**config.mk**
```make
export PLATFORM = sky130hd
export DESIGN_NAME = core_result_monitor
export DESIGN_NICKNAME = d
export VERILOG_FILES = /design/src/rtl/core_result_monitor.sv
export SDC_FILE = /design/constraint.sdc
export NUM_CORES = 1
export LEC_CHECK = 0
export CAP_MARGIN = 20
export CORE_ASPECT_RATIO = 1.25
export CORE_MARGIN = 4
export CORE_UTILIZATION = 46
export DETAILED_ROUTE_END_ITERATION = 10
export GPL_ROUTABILITY_DRIVEN = 0
export HOLD_SLACK_MARGIN = 0.15
export PLACE_DENSITY = 0.82
export REMOVE_ABC_BUFFERS = 1
export SLEW_MARGIN = 10
export SYNTH_ARGS = -nofsm -noshare
export SYNTH_HDL_FRONTEND = slang
export SYNTH_SLANG_ARGS = --single-unit
export TNS_END_PERCENT = 100
```
**constraint.sdc**
```tcl
create_clock -name clk -period 2.88 [get_ports clk]
set_input_delay 0.576 -clock clk [delete_from_list [all_inputs] [get_ports clk]]
set_output_delay 0.576 -clock clk [all_outputs]
set_load 0.02 [all_outputs]
```
**src/rtl/core_result_monitor.sv**
```systemverilog
// Purpose: watches the core's PC and data-memory stores, then latches a done/pass verdict, failure cause and cycle count.
// Latency: the verdict registers on the halt edge or the timeout edge, and a store on that same edge is folded into the verdict.
// Backpressure: none. This is a passive observer, and once a verdict is reached it ignores further activity until reset.
module core_result_monitor #(
   parameter int                 DATA_W      = 32,
   parameter int                 ADDR_W      = 32,
   parameter logic [ADDR_W-1:0]  RESULT_ADDR = '0,
   parameter logic [DATA_W-1:0]  EXPECTED    = '0,
   parameter int                 TIMEOUT     = 4096,
   parameter int                 HALT_REPEAT = 4
) (
   input  logic              clk,
   input  logic              reset,
   input  logic [ADDR_W-1:0] pc,
   input  logic              mem_we,
   input  logic [ADDR_W-1:0] mem_addr,
   input  logic [DATA_W-1:0] mem_wdata,
   output logic              done,
   output logic              pass,
   output logic [1:0]        fail_code,
   output logic              result_seen,
   output logic [DATA_W-1:0] result_value,
   output logic [31:0]       cycle_count
);

   typedef enum logic [1:0] {ST_RUN, ST_PASS, ST_FAIL} state_t;

   localparam logic [1:0] FC_NONE     = 2'b00;
   localparam logic [1:0] FC_MISMATCH = 2'b01;
   localparam logic [1:0] FC_TIMEOUT  = 2'b10;
   localparam logic [1:0] FC_NOSIG    = 2'b11;

   state_t            state_q, state_d;
   logic [ADDR_W-1:0] pc_q, pc_d;
   logic              pc_vld_q, pc_vld_d;
   logic [31:0]       same_cnt_q, same_cnt_d;
   logic [31:0]       cycle_count_q, cycle_count_d;
   logic              result_seen_q, result_seen_d;
   logic [DATA_W-1:0] result_value_q, result_value_d;
   logic [1:0]        fail_code_q, fail_code_d;

   logic              sig_hit;
   logic              same_pc;
   logic              halt;
   logic              timeout;
   logic              eff_seen;
   logic [DATA_W-1:0] eff_val;
   logic [31:0]       cnt_inc;

   // Decode the events of this edge: signature store, repeated PC, halt and timeout.
   always_comb begin
      sig_hit  = mem_we && (mem_addr == RESULT_ADDR);
      same_pc  = pc_vld_q && (pc == pc_q);
      halt     = same_pc && ((same_cnt_q + 32'd1) == 32'(HALT_REPEAT));
      cnt_inc  = (cycle_count_q == 32'hFFFF_FFFF) ? cycle_count_q : cycle_count_q + 32'd1;
      timeout  = (cnt_inc == 32'(TIMEOUT));
      // A store on this edge takes precedence over the held signature.
      eff_seen = sig_hit || result_seen_q;
      eff_val  = sig_hit ? mem_wdata : result_value_q;
   end

   // Next-state logic. Halt is checked before timeout, so halt wins when both occur on the same edge.
   always_comb begin
      state_d        = state_q;
      pc_d           = pc;
      pc_vld_d       = 1'b1;
      same_cnt_d     = same_cnt_q;
      cycle_count_d  = cycle_count_q;
      result_seen_d  = result_seen_q;
      result_value_d = result_value_q;
      fail_code_d    = fail_code_q;
      if (state_q == ST_RUN) begin
         cycle_count_d = cnt_inc;
         same_cnt_d    = same_pc ? same_cnt_q + 32'd1 : 32'd0;
         if (sig_hit) begin
            result_value_d = mem_wdata;
            result_seen_d  = 1'b1;
         end
         if (halt) begin
            if (!eff_seen) begin
               state_d     = ST_FAIL;
               fail_code_d = FC_NOSIG;
            end else if (eff_val == EXPECTED) begin
               state_d     = ST_PASS;
               fail_code_d = FC_NONE;
            end else begin
               state_d     = ST_FAIL;
               fail_code_d = FC_MISMATCH;
            end
         end else if (timeout) begin
            state_d     = ST_FAIL;
            fail_code_d = FC_TIMEOUT;
         end
      end
   end

   // State registers. An asynchronous reset clears them all immediately.
   always_ff @(posedge clk or negedge reset) begin
      if (!reset) begin
         state_q        <= ST_RUN;
         pc_q           <= '0;
         pc_vld_q       <= 1'b0;
         same_cnt_q     <= '0;
         cycle_count_q  <= '0;
         result_seen_q  <= 1'b0;
         result_value_q <= '0;
         fail_code_q    <= FC_NONE;
      end else begin
         state_q        <= state_d;
         pc_q           <= pc_d;
         pc_vld_q       <= pc_vld_d;
         same_cnt_q     <= same_cnt_d;
         cycle_count_q  <= cycle_count_d;
         result_seen_q  <= result_seen_d;
         result_value_q <= result_value_d;
         fail_code_q    <= fail_code_d;
      end
   end

   assign done         = (state_q != ST_RUN);
   assign pass         = (state_q == ST_PASS);
   assign fail_code    = fail_code_q;
   assign result_seen  = result_seen_q;
   assign result_value = result_value_q;
   assign cycle_count  = cycle_count_q;

endmodule

```
==> impl_metrics.json, run 1 <==
{
  "endpoint_kind": "flop",
  "leakage_nw": 4.34,
  "grt_use_total_pct": 24.0,
  "numCtsBuffers": 17,
  "crit_family": "simple AND/OR/NAND/NOR gates",
  "cts.root.buffer_cell": "clkbuf_16",
  "yosys_warnings": 0,
  "insertedDiodeCount": 0,
  "synth.distinct_cells": 60,
  "gr-total-overflow": 0,
  "cp_slowest_cell": "dfrtp_1",
  "yosys-top-cells-area": "dfrtp_1, xnor2_1, mux2_2",
  "start_kind": "flop",
  "synthTopCellsByCount": "dfrtp_1, nand2_1, xnor2_1",
  "finalSetupViolations": 0,
  "crit_fanout": 6,
  "skew_ns": 0.00978,
  "min_period_ns": 2.73,
  "status": "finished clean",
  "drive_above_1_share_pct": 18.1,
  "p_total_w": 0.00452,
  "viasPerCell": 5.80,
  "fin_cells": 1165,
  "core_area_mm2": 0.0151,
  "async_flop_share_pct": 100,
  "syn-cell-area_mm2": 0.00711,
  "area_growth_pct": 44.2,
  "slowest_delay_ns": 0.41,
  "htree_levels": 4,
  "cp_cell_sequence": "nand4_1 -> buf_4 -> nor4_4 -> buf_4 -> and3_2 -> a21oi_1 -> a2111oi_2 -> nand4_1 -> or3b_4 -> o21a_1",
  "cts_tree": "built",
  "ioPinCount": 168,
  "drc": 0,
  "drtIter0Drc": 576,
  "cts.sinks": 134,
  "arrival_ns": 3.04,
  "slew_headroom_pct": 53.5,
  "rsz0062_at_grt": "yes",
  "holdWs_ns": 0.499,
  "clkTransAtPathRegs_ns": 0.06,
  "antenna_found_initial": 0,
  "layout.nets": 1046,
  "crit_type": "flop to flop",
  "clockBufferDepth": 2,
  "ys.flop_type": "dfrtp_1",
  "ant_nets": 0,
  "timing.setup.tns_ns": 0,
  "r2r_setup_slack_ns": 0.15,
  "final_hold_viol_count": 0,
  "num_rows": 50,
  "period_share_pct": 94.8,
  "port_buffers": 167,
  "worst_pin_slew_ns": 0.688,
  "max_freq_ghz": 0.366,
  "grt_max_degree": 50,
  "synth_edf_count": 0,
  "critPathBufInv": 2,
  "grt_pass1_wl_um": 33900,
  "die_h_um": 147,
  "yosysSeqAreaShare_pct": 47.2,
  "synth_top_area_share_pct": 47.2,
  "dr.pass1.iters": 5,
  "avgSynthCellArea_um2": 10.0,
  "initial_core_util_pct": 47.1,
  "p_per_area_mw_per_mm2": 441,
  "final_util_pct": 68.0,
  "yosysMostFrequentCell": "dfrtp_1",
  "place_hpwl_um": 15400,
  "place_inst": 1129,
  "min_path_type": "flop to flop",
  "wl_per_cell_um": 18.0,
  "ir_drop_v": 0.000369,
  "routed-via-count": 6758,
  "drv_slew": 0,
  "die_area_mm2": 0.0175,
  "netlist_instances": 711,
  "synth.largest_area_cell": "dfrtp_1",
  "worstSkewPairLatency_ns": 0.42,
  "die_x_um": 119,
  "crit_required_ns": 3.19,
  "ys_seq_elements": 134,
  "wirelength_um": 21000,
  "maxCapViolations": 0,
  "grt_pass1_vias": 6915
}
[path summary, 6_finish.rpt]
| path | start | endpoint | depth (start not counted) |
|---|---|---|---|
| worst min-delay path | state_q[0]$_DFFE_PN0P_ | state_q[0]$_DFFE_PN0P_ | 1 |
| min in group asynchronous | reset | same_cnt_q[15]$_DFFE_PN0N_ | 2 |
| max in group asynchronous | reset | same_cnt_q[8]$_DFFE_PN0N_ | 3 |
| worst max register to register | same_cnt_q[14]$_DFFE_PN0N_ | state_q[1]$_DFFE_PN0P_ | 10 |
| worst min register to register | state_q[0]$_DFFE_PN0P_ | state_q[0]$_DFFE_PN0P_ | 1 |
| worst max-delay path | same_cnt_q[14]$_DFFE_PN0N_ | state_q[1]$_DFFE_PN0P_ | 10 |
[cell type report]
type / count / area, um^2
well taps: 208 / 260
flip-flops and latches: 134 / 3360
multi-input cells: 533 / 3660
clock buffers: 19 / 443
fillers: 1124 / 4830
inverters: 10 / 37.5
clock inverters: 13 / 193
repair buffers: 248 / 2300
[routing by layer]
| layer | global-route usage [%] | routed length [um] |
|---|---|---|
| met3 | 6.28 | 1460 |
| met5 | 0 | 0 |
| met1 | 26.9 | 7960 |
| met4 | 10.1 | 744 |
| met2 | 43.0 | 10800 |
[power breakdown]
group	switching, W	leakage, nW	total (W)	internal [W]
logic	0.0000975	2.28	0.000252	0.000155
registers	0.0000119	1.75	0.00192	0.00191
clock network	0.000864	0.305	0.00235	0.00149
total	0.000973	4.34	0.00452	0.00355
[what timing repair did]
action | CTS | global route
gates resized for setup | 0 | 21
setup endpoints to repair | 0 | 4
hold buffers | 1 | 0
endpoints found under the hold margin | 45 | 0
setup buffers | 0 | 3
[kinds of logic (layout without fill, tap and decap cells)]
group	Yosys count	in the layout	synth area share [%]
AOI/OAI and AO/OA	123	123	11.2
xor gates and xnor gates	81	81	9.98
adders and majority gates	3	3	0.528
buffers and inverters	44	290	2.52
DFF	134	134	47.2
muxes	39	39	6.07
other	1	1	0.0528
and+or+nand+nor	286	286	22.4
[state kept, by name, indices dropped and copies added, names as in the netlist]
| name | cells |
|---|---|
| cycle_count | 32 |
| pc_q | 32 |
| result_value | 32 |
| same_cnt_q | 32 |
| fail_code | 2 |
| state_q | 2 |
| pc_vld_q | 1 |
| result_seen | 1 |
[per-stage QoR]
step                instance area (um^2)  worst slack, ns
finish                             10200            0.149
CTS                                10100           0.0580
global route                       10200          -0.0127
detailed placement                  9490           -0.129
floorplan                           6970          -0.0740
global placement                    9490          -0.0962
[cell usage in the layout, fill, tap and decap left out, drive strengths merged, types with 3 or more instances in the layout]
cell type	instances
clkdlybuf4s50	166
dfrtp	134
buf	81
nand2	64
xnor2	60
o21ai	46
nand4	42
nor2	35
mux2	33
nand3	33
nor4	28
and3	22
xor2	21
clkbuf	19
o31ai	17
nor3	17
a21oi	17
inv	15
and4	11
a31oi	9
or3	7
mux2i	6
and2	6
nor2b	5
nand2b	5
a211oi	5
a41oi	4
nor4b	4
bufinv	4
o41ai	4
nor3b	3
o211ai	3
o21a	3
ha	3
Note: power is estimated with default switching activity, not from simulation.
==> inputs of run 2 (changes only) <==
--- a/config.mk
+++ b/config.mk
@@ -13,6 +13,7 @@
 export GPL_ROUTABILITY_DRIVEN = 0
 export HOLD_SLACK_MARGIN = 0.15
 export PLACE_DENSITY = 0.82
+export RECOVER_POWER = 25
 export REMOVE_ABC_BUFFERS = 1
 export SLEW_MARGIN = 10
 export SYNTH_ARGS = -nofsm -noshare
==> run 2 against run 1 <==
Against the previous run: core utilization about the same; worst hold slack about the same; global-route usage unchanged; largest power group unchanged; power down 0.39%; wire length about the same; final cell count about the same; final area about the same; sequential share of layout area about the same; clock skew about the same; critical endpoint unchanged; clock power about the same; sequential cell count unchanged; count of clock-buffer cells in the layout unchanged.
==> impl_metrics.json, run 2 (synthesis results as in run 1) <==
{
  "status": "finished clean",
  "drtIter0Drc": 612,
  "grt_max_degree": 50,
  "setup_ws_ns": 0.137,
  "finalSetupViolations": 0,
  "gr-total-overflow": 0,
  "leakage_nw": 4.34,
  "wirelength_um": 21000,
  "port_buffers": 167,
  "arrival_ns": 3.05,
  "grt_pass1_wl_um": 33900,
  "crit_required_ns": 3.19,
  "layout.nets": 1046,
  "drive_above_1_share_pct": 18.1,
  "die_h_um": 147,
  "dr.pass1.iters": 5,
  "crit_type": "primary input to flop",
  "start_kind": "primary input",
  "final_cell_mix": "clkdlybuf4s50_1, dfrtp_1, buf_4, nand2_1, xnor2_1",
  "initial_core_util_pct": 47.1,
  "critPathBufInv": 2,
  "cts.root.buffer_cell": "clkbuf_16",
  "maxCapViolations": 0,
  "grt_pass1_vias": 6915,
  "drc": 0,
  "crit_top_cell": "nand4_1",
  "worst_pin_slew_ns": 1.26,
  "clkTransAtPathRegs_ns": 0.06,
  "skew_ns": 0.00944,
  "period_share_pct": 95.3,
  "ioPinCount": 168,
  "power_frac_comb_pct": 5.4,
  "crit_fanout": 3,
  "num_rows": 50,
  "timing.setup.tns_ns": 0,
  "min_path_type": "flop to flop",
  "grt_use_total_pct": 24.0,
  "rsz0062_at_grt": "yes",
  "ir_drop_v": 0.000367,
  "die_x_um": 119,
  "htree_levels": 4,
  "place_inst": 1129,
  "cts_tree": "built",
  "core_area_mm2": 0.0151,
  "drv_slew": 0,
  "cp_cell_sequence": "dlygate4sd3_1 -> xnor2_1 -> nand4_1 -> nor4_1 -> buf_4 -> nand4_1 -> nor4_1 -> nand4_1 -> or3b_4 -> o21a_1",
  "antenna_found_initial": 1,
  "pwr-share-seq_pct": 42.6,
  "slew_headroom_pct": 16.0,
  "clockBufferDepth": 2,
  "final_common_cell": "clkdlybuf4s50_1",
  "p_total_w": 0.00450,
  "ant_nets": 0,
  "place_hpwl_um": 15400,
  "numCtsBuffers": 17,
  "netSwitchingPower_w": 0.000966,
  "post-place-ws_ns": -0.129,
  "max_freq_ghz": 0.365,
  "final_hold_viol_count": 0,
  "p_per_area_mw_per_mm2": 440,
  "routed-via-count": 6706,
  "slowest_delay_ns": 0.57,
  "viasPerCell": 5.75,
  "share_clk_of_total_power_pct": 52.0,
  "min_period_ns": 2.74,
  "fin_cells": 1166,
  "cp_slowest_cell": "dlygate4sd3_1",
  "cp.depth": 10,
  "min_path_cells": 1,
  "crit_family": "simple AND/OR/NAND/NOR gates",
  "worstSkewPairLatency_ns": 0.42,
  "cts.sinks": 134,
  "p_int_w": 0.00354,
  "endpoint_kind": "flop",
  "wl_per_cell_um": 18.0,
  "area_growth_pct": 44.1,
  "ff2ff_path_depth": 10,
  "die_area_mm2": 0.0175,
  "swShare_pct": 21.4
}
==> run 2: changes by cell type in the layout (fill, tap and decap cells not counted), sizes merged <==
cell / change
buf: -2
clkbuf: +2
clkdlybuf4s50: -32
diode: +1
dlygate4sd3: +32
==> run 2: per-layer routing <==
metal / global-route usage (%) / part of all wire (%)
met2: 43.0 / 52
met5: 0 / 0
met4: 10.1 / 3.1
met1: 26.9 / 39
met3: 6.28 / 6.1
==> run 2: timing repair <==
| action | 4_1_cts | 5_1_grt |
|---|---|---|
| setup buffers | 0 | 3 |
| hold endpoints to repair | 45 | 0 |
| resized for setup | 0 | 21 |
| setup endpoints to repair | 0 | 4 |
| hold buffers | 1 | 0 |
==> run 2: area by class of cell <==
class	instances	area [um^2]
fill	1125	4840
inverter	10	37.5
sequential	134	3360
multi-input combinational	533	3660
timing repair buffer	248	2290
tap	208	260
clock buffer	19	443
antenna	1	2.50
clock inverter	13	193
==> run 2: power groups by stage <==
stage,Clock (W),Sequential [W],Combinational [W]
final,0.00234,0.00192,0.000242
after global routing,0.00246,0.00192,0.000263
after CTS,0.00238,0.00192,0.000257
after detailed placement,0,0.00195,0.000252
after global placement,0,0.00195,0.000245
after floorplan,0,0.00195,0.0000461
==> run 2: worst paths after layout <==
check	start	end	slack, ns
max	pc[22]	state_q[1]$_DFFE_PN0P_	0.14
min	state_q[0]$_DFFE_PN0P_	state_q[0]$_DFFE_PN0P_	0.50
max reg2reg	cycle_count[0]$_DFFE_PN0N_	fail_code[0]$_DFFE_PN0P_	0.15
min reg2reg	state_q[0]$_DFFE_PN0P_	state_q[0]$_DFFE_PN0P_	0.50
max in group asynchronous	reset	cycle_count[8]$_DFFE_PN0N_	0.74
min in group asynchronous	reset	same_cnt_q[15]$_DFFE_PN0N_	0.98
==> run 2: worst register-to-register path, stage by stage, from the launching register on <==
cell      delay, ns
dfrtp_1        0.38
ha_1           0.24
and3_1         0.22
and4_2         0.22
nand3_2        0.16
buf_4          0.15
and4_1         0.18
a311oi_1       0.04
or4_4          0.59
o32ai_4        0.32
o21bai_1       0.09
==> run 2: metrics by stage <==
step                      hold WS, ns  utilization [%]  cell area, um^2
final                           0.499             67.9            10200
after global routing            0.528             67.9            10200
after CTS                       0.501             67.2            10100
after detailed placement        0.486             62.9             9490
after global placement          0.479             62.9             9490
after floorplan                 0.280                -             6970
==> inputs of run 3 (changes only) <==
--- a/config.mk
+++ b/config.mk
@@ -6,9 +6,9 @@
 export NUM_CORES = 1
 export LEC_CHECK = 0
 export CAP_MARGIN = 20
-export CORE_ASPECT_RATIO = 1.25
 export CORE_MARGIN = 4
 export CORE_UTILIZATION = 46
+export CTS_CLUSTER_SIZE = 30
 export DETAILED_ROUTE_END_ITERATION = 10
 export GPL_ROUTABILITY_DRIVEN = 0
 export HOLD_SLACK_MARGIN = 0.15
==> run 3 against run 2 <==
Against the previous run: the flow now finishes with violations (capacitance limit, slew limit); wire length is 1.8% higher; clock power down 8%; core utilization fell by 1.0 points; clock skew hardly changed; count of clock-buffer cells in the layout shrank 1; critical path type is now flop to flop; critical endpoint unchanged.
==> impl_metrics.json, run 3 (synthesis results as in run 1) <==
{
  "drc": 0,
  "ir_drop_v": 0.000399,
  "drv_slew": 67,
  "design_area_mm2": 0.0101,
  "slowest_delay_ns": 0.50,
  "min_path_type": "flop to flop",
  "seq_area_mm2": 0.00335,
  "leakage_nw": 4.29,
  "multi_input_area_mm2": 0.00365,
  "area_growth_pct": 42.5,
  "drtIter0Drc": 615,
  "critPathBufInv": 0,
  "p_total_w": 0.00431,
  "htree_levels": 4,
  "viasPerCell": 5.86,
  "crit_type": "flop to flop",
  "clockBufferDepth": 2,
  "die_area_mm2": 0.0175,
  "num_rows": 45,
  "grt_max_degree": 67,
  "final_util_pct": 66.9,
  "grt_use_total_pct": 23.9,
  "start_kind": "flop",
  "grt_pass1_vias": 6731,
  "final_common_cell": "clkdlybuf4s50_1",
  "initial_core_util_pct": 46.9,
  "layout.nets": 1042,
  "die_h_um": 132,
  "hold_buffers": 0,
  "placement.cell_area_mm2": 0.00940,
  "period_share_pct": 97.3,
  "skew_ns": 0.00973,
  "grt_pass1_wl_um": 33500,
  "cts.sinks": 134,
  "max_freq_ghz": 0.357,
  "routed-via-count": 6721,
  "holdWs_ns": 0.519,
  "cp_slowest_cell": "dfrtp_1",
  "min_period_ns": 2.80,
  "finalSetupViolations": 0,
  "status": "finished, violations left",
  "antenna_found_initial": 5,
  "endpoint_kind": "flop",
  "maxCapViolations": 1,
  "wl_per_cell_um": 18.7,
  "final_cell_mix": "clkdlybuf4s50_1, dfrtp_1, buf_4, nand2_1, xnor2_1",
  "ant_nets": 0,
  "crit_required_ns": 3.19,
  "cts.root.buffer_cell": "clkbuf_16",
  "ioPinCount": 168,
  "cts_tree": "built",
  "place_hpwl_um": 15900,
  "arrival_ns": 3.11,
  "final_hold_viol_count": 0,
  "fillerInstances": 1100,
  "die_x_um": 132,
  "p_per_area_mw_per_mm2": 426,
  "crit_family": "simple AND/OR/NAND/NOR gates",
  "numCtsBuffers": 17,
  "crit_top_cell": "nand4_1",
  "worstSkewPairLatency_ns": 0.42,
  "dr.pass1.iters": 6,
  "drive_above_1_share_pct": 17.3,
  "core_area_mm2": 0.0151,
  "r2r_setup_slack_ns": 0.08,
  "wirelength_um": 21400,
  "rsz0062_at_grt": "no",
  "gr-total-overflow": 0,
  "clkTransAtPathRegs_ns": 0.06,
  "crit_fanout": 6,
  "port_buffers": 167,
  "cp_cell_sequence": "nand4_1 -> nor4_4 -> nand3_2 -> or2_1 -> a2111oi_2 -> nand4_1 -> or3b_1 -> o21a_1",
  "slew_headroom_pct": -12.8,
  "violations": "capacitance limit, slew limit",
  "worst_pin_slew_ns": 1.69
}
[run 3: cell types whose count changed in the layout (fill, tap and decap cells not counted), moves of 2 or more]
cell,previous run,this run
dlygate4sd3_1,33,22
bufinv_16,4,2
dfrtp_2,5,1
clkinv_2,1,3
clkdlybuf4s50_1,134,144
buf_4,78,76
diode_2,1,5
dfrtp_1,129,133
[run 3: routing by layer]
metal	share of wire, %	vias to the layer above	track usage, %
li1	-	3085	-
met1	39	3240	28.7
met2	50	354	41.0
met3	8.6	42	6.56
met4	2.9	0	9.30
met5	0	-	0
[run 3: final cells by class]
cell class	instances	share of cell area, %
flip-flops and latches	134	33.1
multi-input cells	533	36.1
clock buffers	18	4.24
inverters	10	0.371
clock inverters	14	1.48
diodes	5	0.124
repair buffers	244	22.3
well taps	188	2.32
[run 3: final timing paths]
kind,startpoint,endpoint,cells past startpoint
min in group asynchronous,reset,cycle_count[4]$_DFFE_PN0N_,1
max in group asynchronous,reset,cycle_count[18]$_DFFE_PN0N_,2
worst min register to register,fail_code[1]$_DFFE_PN0P_,fail_code[1]$_DFFE_PN0P_,1
worst min-delay path,fail_code[1]$_DFFE_PN0P_,fail_code[1]$_DFFE_PN0P_,1
worst max register to register,same_cnt_q[8]$_DFFE_PN0N_,state_q[1]$_DFFE_PN0P_,8
worst max-delay path,same_cnt_q[8]$_DFFE_PN0N_,state_q[1]$_DFFE_PN0P_,8
[run 3: repair_timing]
| action | in CTS | in global routing |
|---|---|---|
| gates resized for setup | 0 | 16 |
| setup buffers | 0 | 8 |
| endpoints found under the setup margin | 0 | 4 |
[run 3: through the flow]
| stage | cells | setup WS (ns) | setup TNS [ns] |
|---|---|---|---|
| 4_1_cts | 1133 | 0.00606 | 0 |
| 3_5_place_dp | 1101 | -0.125 | -0.328 |
| 5_1_grt | 1146 | 0.00213 | 0 |
| 2_1_floorplan | 677 | -0.0740 | -0.205 |
| 3_3_place_gp | 1101 | -0.0228 | -0.0228 |
| 6_report | 1146 | 0.0780 | 0 |
[run 3: report_power, final]
part | switching (W) | internal, W
Combinational | 0.0000980 | 0.000146
Sequential | 0.0000120 | 0.00191
Clock | 0.000867 | 0.00128
[run 3: worst register-to-register path: stages (launching register included)]
cell,delay (ns)
dfrtp_1,0.50
nand4_1,0.24
nor4_4,0.35
nand3_2,0.15
or2_1,0.28
a2111oi_2,0.45
nand4_1,0.19
or3b_1,0.41
o21a_1,0.12
